[config.mk]
export PLATFORM = sky130hd
export DESIGN_NAME = serial_adder_ctrl
export DESIGN_NICKNAME = d
export VERILOG_FILES = /design/src/rtl/serial_adder_ctrl_pkg.sv /design/src/rtl/lookahead_adder_4bit.sv /design/src/rtl/serial_adder_ctrl.sv
export SDC_FILE = /design/constraint.sdc
export NUM_CORES = 1
export LEC_CHECK = 0
export ABC_AREA = 1
export CAP_MARGIN = 0
export CORE_MARGIN = 5
export CORE_UTILIZATION = 50
export CTS_CLUSTER_DIAMETER = 120
export DETAILED_ROUTE_END_ITERATION = 10
export DONT_BUFFER_PORTS = 1
export PLACE_DENSITY = 0.68
export SLEW_MARGIN = 30
export SYNTH_ARGS = -nofsm -noshare
export SYNTH_HDL_FRONTEND = slang
export SYNTH_SLANG_ARGS = --single-unit
[constraint.sdc]
create_clock -name clk -period 4.1 [get_ports clk]
set_input_delay 0.615 -clock clk [delete_from_list [all_inputs] [get_ports clk]]
set_output_delay 0.615 -clock clk [all_outputs]
set_load 0.1 [all_outputs]
[src/rtl/serial_adder_ctrl_pkg.sv]
// Shared definitions for the slice-serial adder: FSM encoding and slice width.
package serial_adder_ctrl_pkg;

    localparam int SLICE_W = 4;

    typedef enum logic [1:0] {
        IDLE = 2'b00,
        RUN  = 2'b01,
        DONE = 2'b10
    } state_t;

    function automatic int num_slices(input int width);
        return width / SLICE_W;
    endfunction

endpackage

[src/rtl/lookahead_adder_4bit.sv]
// 4-bit carry-lookahead adder; all carries are flat two-level sums of products.
module lookahead_adder_4bit (
    input  logic [3:0] a,
    input  logic [3:0] b,
    input  logic       cin,
    output logic [3:0] sum,
    output logic       cout
);

    logic [3:0] g;
    logic [3:0] p;
    logic [4:0] c;

    assign g = a & b;
    assign p = a ^ b;

    assign c[0] = cin;
    assign c[1] = g[0] | (p[0] & c[0]);
    assign c[2] = g[1] | (p[1] & g[0]) | (p[1] & p[0] & c[0]);
    assign c[3] = g[2] | (p[2] & g[1]) | (p[2] & p[1] & g[0])
                | (p[2] & p[1] & p[0] & c[0]);
    assign c[4] = g[3] | (p[3] & g[2]) | (p[3] & p[2] & g[1])
                | (p[3] & p[2] & p[1] & g[0])
                | (p[3] & p[2] & p[1] & p[0] & c[0]);

    assign sum  = p ^ c[3:0];
    assign cout = c[4];

endmodule

[src/rtl/serial_adder_ctrl.sv]
// Slice-serial add/subtract: one 4-bit slice per cycle through a shared CLA,
// LSB first, with carry held in a register between slices.
module serial_adder_ctrl
    import serial_adder_ctrl_pkg::*;
#(
    parameter int WIDTH = 16
) (
    input  logic             clk,
    input  logic             reset_n,
    input  logic             start,
    input  logic             sub,
    input  logic [WIDTH-1:0] a,
    input  logic [WIDTH-1:0] b,
    input  logic             cin,
    output logic             busy,
    output logic             done,
    output logic [WIDTH-1:0] sum,
    output logic             cout,
    output logic             ovf
);

    localparam int NSLICE = num_slices(WIDTH);
    localparam int IDX_W  = $clog2(NSLICE);
    localparam logic [IDX_W-1:0] LAST_IDX = IDX_W'(NSLICE - 1);

    state_t state, state_nxt;

    logic [IDX_W-1:0]                idx;
    logic                            carry;
    logic [NSLICE-1:0][SLICE_W-1:0]  a_reg;
    logic [NSLICE-1:0][SLICE_W-1:0]  b_reg;
    logic [NSLICE-1:0][SLICE_W-1:0]  sum_reg;

    logic [SLICE_W-1:0] a_sl;
    logic [SLICE_W-1:0] b_sl;
    logic [SLICE_W-1:0] s_sl;
    logic               c_sl;
    logic               c_msb;

    assign a_sl = a_reg[idx];
    assign b_sl = b_reg[idx];

    lookahead_adder_4bit u_cla (
        .a    (a_sl),
        .b    (b_sl),
        .cin  (carry),
        .sum  (s_sl),
        .cout (c_sl)
    );

    // Carry into the slice MSB recovered from its sum bit; only used on the top slice.
    assign c_msb = a_sl[SLICE_W-1] ^ b_sl[SLICE_W-1] ^ s_sl[SLICE_W-1];

    always_ff @(posedge clk) begin
        if (!reset_n) state <= IDLE;
        else          state <= state_nxt;
    end

    always_comb begin
        state_nxt = state;
        busy      = 1'b0;
        done      = 1'b0;
        case (state)
            IDLE: if (start) state_nxt = RUN;
            RUN: begin
                busy = 1'b1;
                if (idx == LAST_IDX) state_nxt = DONE;
            end
            DONE: begin
                done      = 1'b1;
                state_nxt = IDLE;
            end
            default: state_nxt = IDLE;
        endcase
    end

    always_ff @(posedge clk) begin
        if (!reset_n) begin
            idx     <= '0;
            carry   <= 1'b0;
            a_reg   <= '0;
            b_reg   <= '0;
            sum_reg <= '0;
            cout    <= 1'b0;
            ovf     <= 1'b0;
        end else begin
            case (state)
                IDLE: begin
                    if (start) begin
                        // Subtract as a + ~b + 1.
                        a_reg <= a;
                        b_reg <= b ^ {WIDTH{sub}};
                        carry <= sub ? 1'b1 : cin;
                        idx   <= '0;
                    end
                end
                RUN: begin
                    sum_reg[idx] <= s_sl;
                    carry        <= c_sl;
                    if (idx == LAST_IDX) begin
                        cout <= c_sl;
                        ovf  <= c_msb ^ c_sl;
                    end else begin
                        idx <= idx + 1'b1;
                    end
                end
                default: ;
            endcase
        end
    end

    assign sum = sum_reg;

endmodule

# Yosys cells after proc, flatten, opt, wreduce, memory -nomap -nowiden
# Index checks and enable logic that the tools add are counted.
# totals
register_bits	55
# classes
n_reduce_logical	8
mux	18
n_addsub	1
eq_ne	6
bitwise_logic	33
order_cmp	2
# op_table
operator	n
$and 1x1->1	16
$bmux 4 s2	2
$bwmux 16	1
$xor 16x16->16	1
$mux 4	3
$or 1x1->1	10
$demux 4 s2	1
$mux 2	4
$pmux 2 s2	2
$reduce_and 2->1	4
$xor 4x4->4	2
$ne 2x2->1 const B	3
$and 4x4->4	1
$eq 2x2->1 const B	2
$mux 1	4
$lt 2x3->1 const B	1
$reduce_and 3->1	1
$xor 1x1->1	3
$add 2x1->2 const B	1
$eq 2x1->1 const B	1
$ge 2x1->1 const B	1
$logic_not 2->1	1
$pmux 1 s2	1
$reduce_bool 2->1	1
$logic_and 1x1->1	1

# Depth between registers and ports, before layout
# Gate-level depths: netlist of the first run.
# depth
ltp_word	10
depth_mapped	15
ltp_nobuf	12

# Hierarchy
# From an unflattened synthesis of the first run, not the netlist that was laid out.
# unflattened
hier_cells	340
hier_area_um2	2730.1
# modules_own_cells
mod	cells_per_inst	area_per_inst_um2	instances
serial_adder_ctrl	309	2541.2	1
lookahead_adder_4bit	31	188.9	1

# Least setup slack after synthesis of the first run
# Ideal clock, no wire load.
# synth_path
path_kind	flip-flop to output port
startpoint	register state[1]
endpoint	output port done
t_required_ns	3.485
arrival_ns	1.686
slack_ns	1.799
n_path_buf	0
stages_incl_launch_ff	3
cell_sequence	dfxtp_1 -> inv_2 -> nor2_1
# synth_via
elab_chain_len	2
# synth_rtl
element	line	rtl
from (decl)	serial_adder_ctrl.sv:26	state_t state, state_nxt;
from (signal assigned)	serial_adder_ctrl.sv:56	else state <= state_nxt;
$eq 2x2->1	serial_adder_ctrl.sv:63	case (state)
$mux 1	serial_adder_ctrl.sv:63	
to (decl)	serial_adder_ctrl.sv:16	output logic done,
# No other way between the ends.

# Worst setup path after layout of the first run
# layout_path
startpoint	register idx[0]
endpoint	register sum_reg (netlist bit sum[7])
# layout_via
elab_chain_len	9
# layout_rtl
element	line	rtl
from (decl)	serial_adder_ctrl.sv:28	logic [IDX_W-1:0] idx;
from (signal assigned)	serial_adder_ctrl.sv:104	idx <= idx + 1'b1;
$bmux 4 s2 (on tied branches)	serial_adder_ctrl.sv:40, serial_adder_ctrl.sv:41	
$mux 4 (on tied branches)	serial_adder_ctrl.sv:40, serial_adder_ctrl.sv:41	
$xor 4x4->4 or $and 4x4->4 (tied branches)	lookahead_adder_4bit.sv:15, lookahead_adder_4bit.sv:14	
$and 1x1->1 (on tied branches)	lookahead_adder_4bit.sv:20, lookahead_adder_4bit.sv:21	
$or 1x1->1 (tied with other cells)	lookahead_adder_4bit.sv:20	assign c[3] = g[2] | (p[2] & g[1]) | (p[2] & p[1] & g[0])
$or 1x1->1 or $and 1x1->1 (tied branches)	lookahead_adder_4bit.sv:20, lookahead_adder_4bit.sv:21	
$or 1x1->1	lookahead_adder_4bit.sv:21	| (p[2] & p[1] & p[0] & c[0]);
$xor 4x4->4	lookahead_adder_4bit.sv:26	assign sum = p ^ c[3:0];
$bwmux 16 (*)	serial_adder_ctrl.sv:98	sum_reg[idx] <= s_sl;
to (signal, indexed assignment)	serial_adder_ctrl.sv:98	
to (decl)	serial_adder_ctrl.sv:32	logic [NSLICE-1:0][SLICE_W-1:0] sum_reg;
# Every way passes the cells marked *; elsewhere a longest branch is shown, timed or not. The select of a mux whose other input is x is not followed.
# A chain may end at the register's enable or synchronous reset.

==> out/results.tsv, run 1 <==
stage	metric	value	unit
power	p_total	1.31	mW
detailed_routing	drc	0	
critical_path	crit_path_frequent_cell	nand2_1	
critical_path	crit_buf_inv	2	
global_routing	grt-ovfl-total	0	
clock_tree	cts_made_buffers	5	
clock_tree	cts_sinks	55	
floorplan	dieWidth	83.1	um
detailed_routing	route.antenna.remaining_nets	0	
clock_tree	cts_tree	built	
global_routing	grt_max_degree	51	
floorplan	num_io_pins	57	
critical_path	reg2reg_depth	12	
place	place_area	2630	um2
timing	min_period	2670	ps
hold_path	min_to	a_reg[3]$_SDFFE_PN0P_	
timing	post-route-period-util	0.652	
critical_path	path_cells	inv_1 -> o21ai_0 -> o22ai_1 -> ha_1 -> nand2_1 -> nand2_1 -> nor2_1 -> nand2_1 -> nand2_1 -> nand3_1 -> nand2_1 -> inv_1	
detailed_routing	dr.pass1.iters	4	
place	finalWeightedCongestion	0.839	
critical_path	crit_fanout	21	
timing	fmax	374	MHz
timing	setup_viol	0	
critical_path	crit_required	4310	ps
clock_tree	hold_buffers	0	
finish	diodes	0	
finish	fin_area	2750	um2
synth	syn_area	2670	um2
critical_path	crit_path_max_incr_delay	740	ps
place	io_buffers	0	
global_routing	grt_antenna_before_repair	0	
synth	synth.net_count	388	
clock_tree	clock_path_buffers	2	
synth	synth_warnings	0	
clock_tree	clk_latency	300	ps
critical_path	cp-start-kind	flip-flop	
timing	relSlewSlack	0.341	
critical_path	crit_type	reg -> reg	
timing	clock_skew	3.58	ps
clock_tree	htreeDepth	2	
detailed_routing	num_vias	2096	
floorplan	die_area	6900	um2
global_routing	met3_usage	0.0455	
global_routing	grt_pass1_wl	9.45	mm
floorplan	rows	26	
clock_tree	post_cts_buffers	0	
synth	synth_cells	342	
clock_tree	cts.repair.resized	0	
critical_path	cp-end-kind	flip-flop	
finish	area.growth.synth_to_final	2.91	%
critical_path	cp_top_family	flip-flops	
global_routing	grt_most_used_layer	met2	
detailed_routing	wl_per_cell	13.6	um
outcome	outcome	completed	
clock_tree	cts_root_buf	clkbuf_8	
detailed_routing	drtIter0Drc	124	
global_routing	grt_pass1_vias	1990	
global_routing	track_usage	0.165	
global_routing	grtUsageMet1	0.219	
detailed_routing	wirelength	5.45	mm
timing	drv_slew	0	
critical_path	r2r-start	idx[0]$_SDFFE_PN0P_	
hold_path	min-delay-start	reset_n	
synth	ys_seq_elements	55	
synth	avgSynthCellArea	7.81	um2
hold_path	whs_path_depth	2	
global_routing	use_met2	0.259	
timing	finalHoldViolations	0	
finish	nNetsFinal	377	
timing	rsz0062_at_grt	no	
detailed_routing	vias_per_cell	5.21	
finish	drive_gt1_frac	0.0693	
critical_path	arrival	2890	ps
hold_path	min-delay-path-class	in -> reg	
floorplan	die_y	83.1	um
synth	synth_cell_types	31	
job	max-cap-violations	0	
critical_path	slowest_stage	dfxtp_1	
timing	setup_tns	0	ps
floorplan	core	5140	um2
timing	holdWs	440	ps
place	hpwl	4.07	mm
critical_path	r2r-end	sum[7]$_SDFFE_PN0P_	
floorplan	start_util	0.519	
power	power_density	475	nW/um2
power	peakVddDrop	201	uV
critical_path	rrSetupSlack	1430	ps
power	p_leak	1.15	nW
timing	tightestPinTransition	988	ps
synth	ys_seq_area_frac	0.412	
clock_tree	clk_pin_slew_worst_paths	90	ps
[worst register-to-register path, cell delays in order, from the launching register on]
cell	delay, ps
dfxtp_1	740
inv_1	420
o21ai_0	270
o22ai_1	100
ha_1	400
nand2_1	120
nand2_1	50
nor2_1	100
nand2_1	70
nand2_1	130
nand3_1	90
nand2_1	60
inv_1	40
[area by class of cell]
cell class	instances	area, um2
fillers	523	2390
clock buffers	6	82.6
flip-flops and latches	55	1100
well taps	70	87.6
inverters	31	124
multi-input cells	238	1320
clock inverters	2	35.0
[stage by stage]
| step | cells | utilization | setup WS (ps) |
|---|---|---|---|
| 2_1_floorplan | 342 | - | 1800 |
| 3_3_place_gp | 394 | 0.511 | 1580 |
| 3_5_place_dp | 394 | 0.512 | 1500 |
| 4_1_cts | 402 | 0.535 | 1480 |
| 5_1_grt | 402 | 0.535 | 1080 |
| 6_report | 402 | 0.535 | 1430 |
[cells in the mapped netlist, drive strengths merged]
cell type	instances	area (um2)
a32oi	2	17.5
ha	8	100
a21oi	15	75.1
dfxtp	55	1100
o22ai	6	37.5
nand2	37	146
fa	1	20.0
o21ai	37	185
inv	27	104
o21a	6	45.0
nand3	15	87.6
nor2	72	283
clkinv	4	20.0
nand3b	1	7.51
buf	11	108
a211oi	16	120
nand4	1	6.26
clkbuf	7	27.5
xnor2	17	149
o211ai	4	30.0
[power breakdown]
group	total, mW	switching [mW]	internal, mW
registers	0.675	0.0989	0.576
logic	0.267	0.169	0.0981
clock network	0.364	0.167	0.198
[metal layers]
layer | wire (um) | share of wire | vias up
met1 | 2670 | 0.49 | 949
met5 | 0 | 0 | -
li1 | - | - | 1105
met2 | 2440 | 0.45 | 37
met3 | 264 | 0.048 | 5
met4 | 71 | 0.013 | 0
[how the worst max path moves through the flow]
stage / slack (ps) / endpoint / from / cells after the start
5_1_grt: 1080 / sum[7]$_SDFFE_PN0P_ / idx[0]$_SDFFE_PN0P_ / 12
3_5_place_dp: 1500 / sum[7]$_SDFFE_PN0P_ / idx[0]$_SDFFE_PN0P_ / 12
4_1_cts: 1480 / sum[7]$_SDFFE_PN0P_ / idx[0]$_SDFFE_PN0P_ / 12
3_3_place_gp: 1580 / sum[3]$_SDFFE_PN0P_ / idx[0]$_SDFFE_PN0P_ / 12
6_report: 1430 / sum[7]$_SDFFE_PN0P_ / idx[0]$_SDFFE_PN0P_ / 12
2_1_floorplan: 1800 / done / state[1]$_SDFFE_PN0P_ / 2
[placed cells by master, fill, tap and decap left out, types with 4 or more instances in the layout]
master	netlist	final
inv_1	22	22
o22ai_1	6	6
ha_1	8	8
clkinv_2	4	5
nand3_1	14	14
o21a_1	6	6
o211ai_1	4	4
a21oi_1	15	15
o21ai_0	36	36
inv_2	4	4
a211oi_1	16	16
xnor2_1	17	17
clkbuf_8	0	6
nand2_1	36	36
nor2_1	69	68
dfxtp_1	55	55
[logic make-up after synthesis]
logic type	synth area share
AO/OA/AOI/OAI	0.191
XOR/XNOR	0.0558
adder cells (fa/ha/maj)	0.0450
buffers and inverters	0.0970
flip-flops	0.412
AND/OR/NAND/NOR	0.199
Note: power is estimated with default switching activity, not from simulation.
==> inputs of run 2 (changes only) <==
--- a/config.mk
+++ b/config.mk
@@ -12,7 +12,7 @@
 export CTS_CLUSTER_DIAMETER = 120
 export DETAILED_ROUTE_END_ITERATION = 10
 export DONT_BUFFER_PORTS = 1
-export PLACE_DENSITY = 0.68
+export PLACE_DENSITY = 0.71
 export SLEW_MARGIN = 30
 export SYNTH_ARGS = -nofsm -noshare
 export SYNTH_HDL_FRONTEND = slang
==> constraint.sdc (replaced) <==
create_clock -name clk -period 2.3 [get_ports clk]
set_input_delay 0.345 -clock clk [delete_from_list [all_inputs] [get_ports clk]]
set_output_delay 0.345 -clock clk [all_outputs]
set_load 0.1 [all_outputs]
==> out/results.tsv, run 2 (synthesis gave the netlist of run 1 again) <==
stage	metric	value	unit
outcome	outcome	completed	
power	switching_share	0.346	
critical_path	cp-end-kind	flip-flop	
power	peakVddDrop	431	uV
floorplan	dieWidth	83.1	um
clock_tree	cts_made_buffers	5	
timing	drv_slew	0	
place	hpwl	4.12	mm
timing	relSlewSlack	0.547	
finish	final_cell_mix	nor2_1 (68), dfxtp_1 (55), nand2_1 (36), o21ai_0 (36), buf_4 (24)	
finish	diodes	0	
timing	setup_viol	0	
detailed_routing	drc	0	
global_routing	grt_antenna_before_repair	0	
timing	min_period	2070	ps
detailed_routing	num_vias	2194	
power	internal-power	1.47	mW
clock_tree	cts_root_buf	clkbuf_8	
critical_path	crit_required	2530	ps
critical_path	cp-start-kind	flip-flop	
hold_path	min-delay-path-class	in -> reg	
finish	nFillCells	493	
global_routing	grt_most_used_layer	met2	
clock_tree	cts_tree	built	
power	p_sw	778	uW
global_routing	use_met2	0.270	
timing	fmax	482	MHz
job	max-cap-violations	0	
detailed_routing	drtIter0Drc	144	
global_routing	grt-ovfl-total	0	
power	power_density	777	nW/um2
timing	rsz0062_at_grt	no	
finish	multi_input_comb_area	1320	um2
timing	post-route-period-util	0.901	
clock_tree	cts_sinks	55	
global_routing	grt_pass1_wl	9.36	mm
finish	drive_gt1_frac	0.132	
finish	ff_latch_area	1100	um2
detailed_routing	route.antenna.remaining_nets	0	
critical_path	crit_path_max_incr_delay	410	ps
floorplan	rows	26	
detailed_routing	wl_per_cell	13.0	um
timing	setup_tns	0	ps
finish	layout_commonest_cell	nor2_1	
floorplan	die_y	83.1	um
floorplan	die_area	6900	um2
timing	finalHoldViolations	0	
power	pwr-share-clk	0.238	
detailed_routing	dr.pass1.iters	4	
critical_path	crit_fanout	8	
clock_tree	clk_latency	310	ps
clock_tree	clk_pin_slew_worst_paths	90	ps
critical_path	slowest_stage	fa_1	
critical_path	crit_type	reg -> reg	
detailed_routing	wirelength	5.51	mm
place	io_buffers	0	
power	p_seq_frac	0.475	
clock_tree	clock_path_buffers	2	
floorplan	num_io_pins	57	
finish	area.growth.synth_to_final	8.43	%
clock_tree	post_cts_buffers	0	
floorplan	core	5140	um2
place	finalWeightedCongestion	0.822	
power	p_leak	1.26	nW
global_routing	grtUsageMet1	0.204	
finish	fin_util	0.563	
critical_path	arrival	2300	ps
timing	clock_skew	5.12	ps
global_routing	grt_pass1_vias	2057	
power	combinationalPowerShare	0.287	
global_routing	met3_usage	0.0436	
detailed_routing	vias_per_cell	5.16	
global_routing	track_usage	0.162	
critical_path	path_cells	inv_1 -> buf_4 -> nand2_1 -> a32oi_1 -> inv_1 -> fa_1 -> xnor2_1 -> nand2_1 -> a21oi_1	
timing	tightestPinTransition	679	ps
floorplan	start_util	0.519	
finish	nNetsFinal	401	
global_routing	grt_max_degree	51	
clock_tree	htreeDepth	2	
## run 2: worst paths after layout
| path | startpoint | end | slack [ps] | cells past startpoint |
|---|---|---|---|---|
| hold reg to reg | a_reg[7]$_SDFFE_PN0P_ | a_reg[7]$_SDFFE_PN0P_ | 490 | 2 |
| setup / recovery | idx[0]$_SDFFE_PN0P_ | sum[13]$_SDFFE_PN0P_ | 230 | 9 |
| hold / removal | reset_n | a_reg[10]$_SDFFE_PN0P_ | 160 | 2 |
| setup reg to reg | idx[0]$_SDFFE_PN0P_ | sum[13]$_SDFFE_PN0P_ | 230 | 9 |
## run 2: critical path, delay by kind of cell, from the launching register on
| kind | cells | cell delay (ps) |
|---|---|---|
| AOI/OAI and AO/OA | 2 | 370 |
| xor gates and xnor gates | 1 | 300 |
| adders and majority gates | 1 | 410 |
| buffers and inverters | 3 | 440 |
| DFF | 1 | 320 |
| and+or+nand+nor | 2 | 160 |
## run 2: repair_timing
action / 4_1_cts / 5_1_grt
gates resized for setup: 0 / 1
hold buffers: 0 / 0
setup endpoints to repair: 0 / 1
## run 2: layout make-up
class | count | area share
Tap cell | 70 | 0.0303
Multi-Input combinational cell | 238 | 0.454
Sequential cell | 55 | 0.380
Inverter | 31 | 0.0428
Timing Repair Buffer | 24 | 0.0622
Clock inverter | 1 | 0.00173
Clock buffer | 6 | 0.0285
## run 2: layer usage
layer,routed length [um],part of all wire,vias up
met3,297,0.054,8
met4,60,0.011,0
met5,0,0,-
li1,-,-,1156
met1,2580,0.47,976
met2,2570,0.47,54
## run 2: power by group through the flow
stage                     registers [mW]  logic, mW  clock network (mW)
final                               1.07      0.646               0.535
after CTS                           1.07      0.647               0.552
after floorplan                     1.20      0.438                   0
after global routing                1.08      0.720               0.591
after detailed placement            1.09      0.644                   0
after global placement              1.09      0.638                   0
## run 2: through the flow
| stage | worst slack (ps) | std cells | total power, mW | area [um2] | hold slack, ps |
|---|---|---|---|---|---|
| after global routing | 10.6 | 425 | 2.39 | 2900 | 158 |
| final | 227 | 425 | 2.25 | 2900 | 165 |
| after detailed placement | 291 | 418 | 1.73 | 2810 | 477 |
| after floorplan | 269 | 342 | 1.64 | 2670 | 448 |
| after CTS | 231 | 425 | 2.27 | 2890 | 155 |
| after global placement | 299 | 418 | 1.73 | 2810 | 466 |
==> inputs of run 3 (changes only) <==
==> constraint.sdc (replaced) <==
create_clock -name clk -period 1.75 [get_ports clk]
set_input_delay 0.2625 -clock clk [delete_from_list [all_inputs] [get_ports clk]]
set_output_delay 0.2625 -clock clk [all_outputs]
set_load 0.1 [all_outputs]
==> out/results.tsv, run 3 (synthesis gave the netlist of run 1 again) <==
stage	metric	value	unit
outcome	outcome	finished, violations left	
outcome	violations	setup timing	
critical_path	cp-start-kind	flip-flop	
timing	fmax	515	MHz
clock_tree	clock_path_buffers	2	
detailed_routing	vias_per_cell	5.21	
floorplan	dieWidth	83.1	um
power	power_density	1010	nW/um2
timing	min_period	1940	ps
clock_tree	htreeDepth	2	
place	dp_cells	430	
global_routing	grt_pass1_wl	10.2	mm
floorplan	core	5140	um2
detailed_routing	drc	0	
finish	nNetsFinal	418	
place	hpwl	4.19	mm
detailed_routing	dr.pass1.iters	4	
floorplan	die_y	83.1	um
detailed_routing	wirelength	6.18	mm
global_routing	grt_antenna_before_repair	0	
critical_path	arrival	2160	ps
critical_path	r2r-start	idx[0]$_SDFFE_PN0P_	
hold_path	min-delay-path-class	in -> reg	
critical_path	crit_type	reg -> reg	
place	finalWeightedCongestion	0.956	
timing	post-route-period-util	1.11	
critical_path	cp-end-kind	flip-flop	
critical_path	setup.worst_path.start	idx[0]$_SDFFE_PN0P_	
timing	drv_slew	0	
finish	area.growth.synth_to_final	20.7	%
power	peakVddDrop	560	uV
global_routing	grt-ovfl-total	0	
clock_tree	cts_made_buffers	5	
place	io_buffers	0	
global_routing	track_usage	0.176	
floorplan	die_area	6900	um2
detailed_routing	route.antenna.remaining_nets	0	
timing	final.setup.worst_slack	-191	ps
detailed_routing	num_vias	2306	
finish	final-instance-count-excl-fill	443	
finish	layout_commonest_cell	nor2_1	
finish	diodes	0	
critical_path	rrSetupSlack	-190	ps
job	max-cap-violations	0	
detailed_routing	wl_per_cell	13.9	um
floorplan	rows	26	
detailed_routing	drtIter0Drc	85	
timing	finalHoldViolations	0	
floorplan	num_io_pins	57	
timing	setup_viol	19	
finish	final_cell_mix	nor2_1 (67), dfxtp_1 (53), buf_4 (34), nand2_1 (27), o21ai_0 (26)	
timing	setup_tns	-2160	ps
clock_tree	cts_root_buf	clkbuf_8	
clock_tree	cts_sinks	55	
timing	relSlewSlack	0.551	
critical_path	endpoint	sum[15]$_SDFFE_PN0P_	
floorplan	start_util	0.519	
timing	tightestPinTransition	673	ps
power	p_leak	1.37	nW
finish	drive_gt1_frac	0.252	
critical_path	crit_fanout	6	
critical_path	reg2reg_depth	12	
timing	clock_skew	4.45	ps
timing	rsz0062_at_grt	yes	
clock_tree	cts_tree	built	
global_routing	grt_max_degree	46	
place	dp_slack	-182	ps
global_routing	grt_pass1_vias	2270	
critical_path	r2r-end	sum[15]$_SDFFE_PN0P_	
clock_tree	clk_latency	310	ps
clock_tree	clk_pin_slew_worst_paths	90	ps
critical_path	crit_required	1970	ps
==> run 3: cell count changes in the layout (fill, tap and decap cells not counted), sizes merged <==
cell / delta
buf: +15
clkbuf: +2
clkinvlp: +2
inv: -1
==> run 3: layout make-up <==
cell class                      count  area [um2]
Multi-Input combinational cell    238        1460
Fill cell                         460        1920
Clock inverter                      1        5.00
Inverter                           31         135
Timing Repair Buffer               40         340
Sequential cell                    55        1110
Timing Repair inverter              1        7.51
Tap cell                           70        87.6
Clock buffer                        7        76.3
==> run 3: stage by stage <==
step                area, um2  hold slack (ps)  total power [mW]   util
global placement         2920              408              2.37  0.567
finish                   3220             86.5              3.25  0.627
floorplan                2710              426              2.21      -
CTS                      3120             81.7              3.14  0.607
global route             3220             82.5              3.42  0.627
detailed placement       2920              409              2.39  0.567
==> run 3: where the power goes <==
group          leakage (nW)  internal (mW)  switching, mW
logic                 0.879          0.450          0.699
registers             0.454           1.35         0.0695
clock network        0.0422          0.282          0.397
total                  1.37           2.08           1.17
==> run 3: critical path: stages (launching register included) <==
cell     delay [ps]
dfxtp_4         440
buf_8           130
o21ai_1          60
o22ai_1         210
ha_2            350
nand2_1          90
nor2_1           40
nor2_1          100
nand2_1         130
nand2_2         120
nand3_1          80
nand2_1          70
inv_1            40
==> run 3: how the worst min path moves through the flow <==
stage / depth (start not counted) / slack (ps) / endpoint / from
3_5_place_dp: 2 / 410 / sum[0]$_SDFFE_PN0P_ / reset_n
3_3_place_gp: 2 / 410 / a_reg[7]$_SDFFE_PN0P_ / reset_n
2_1_floorplan: 2 / 430 / a_reg[11]$_SDFFE_PN0P_ / a[11]
4_1_cts: 2 / 80 / a_reg[14]$_SDFFE_PN0P_ / reset_n
6_report: 2 / 90 / sum[8]$_SDFFE_PN0P_ / reset_n
5_1_grt: 2 / 80 / a_reg[14]$_SDFFE_PN0P_ / reset_n
==> run 3: metal layers <==
layer / wire length, um / track usage
met5: 0 / 0
met2: 3150 / 0.306
met1: 2610 / 0.213
met3: 329 / 0.0366
met4: 89 / 0.0654
==> run 3: repair_timing <==
action,CTS,global route
setup endpoints to repair,19,19
buffers inserted,3,0
gates cloned,1,1
hold buffers,0,0
resized for setup,26,19
pin swaps,16,14
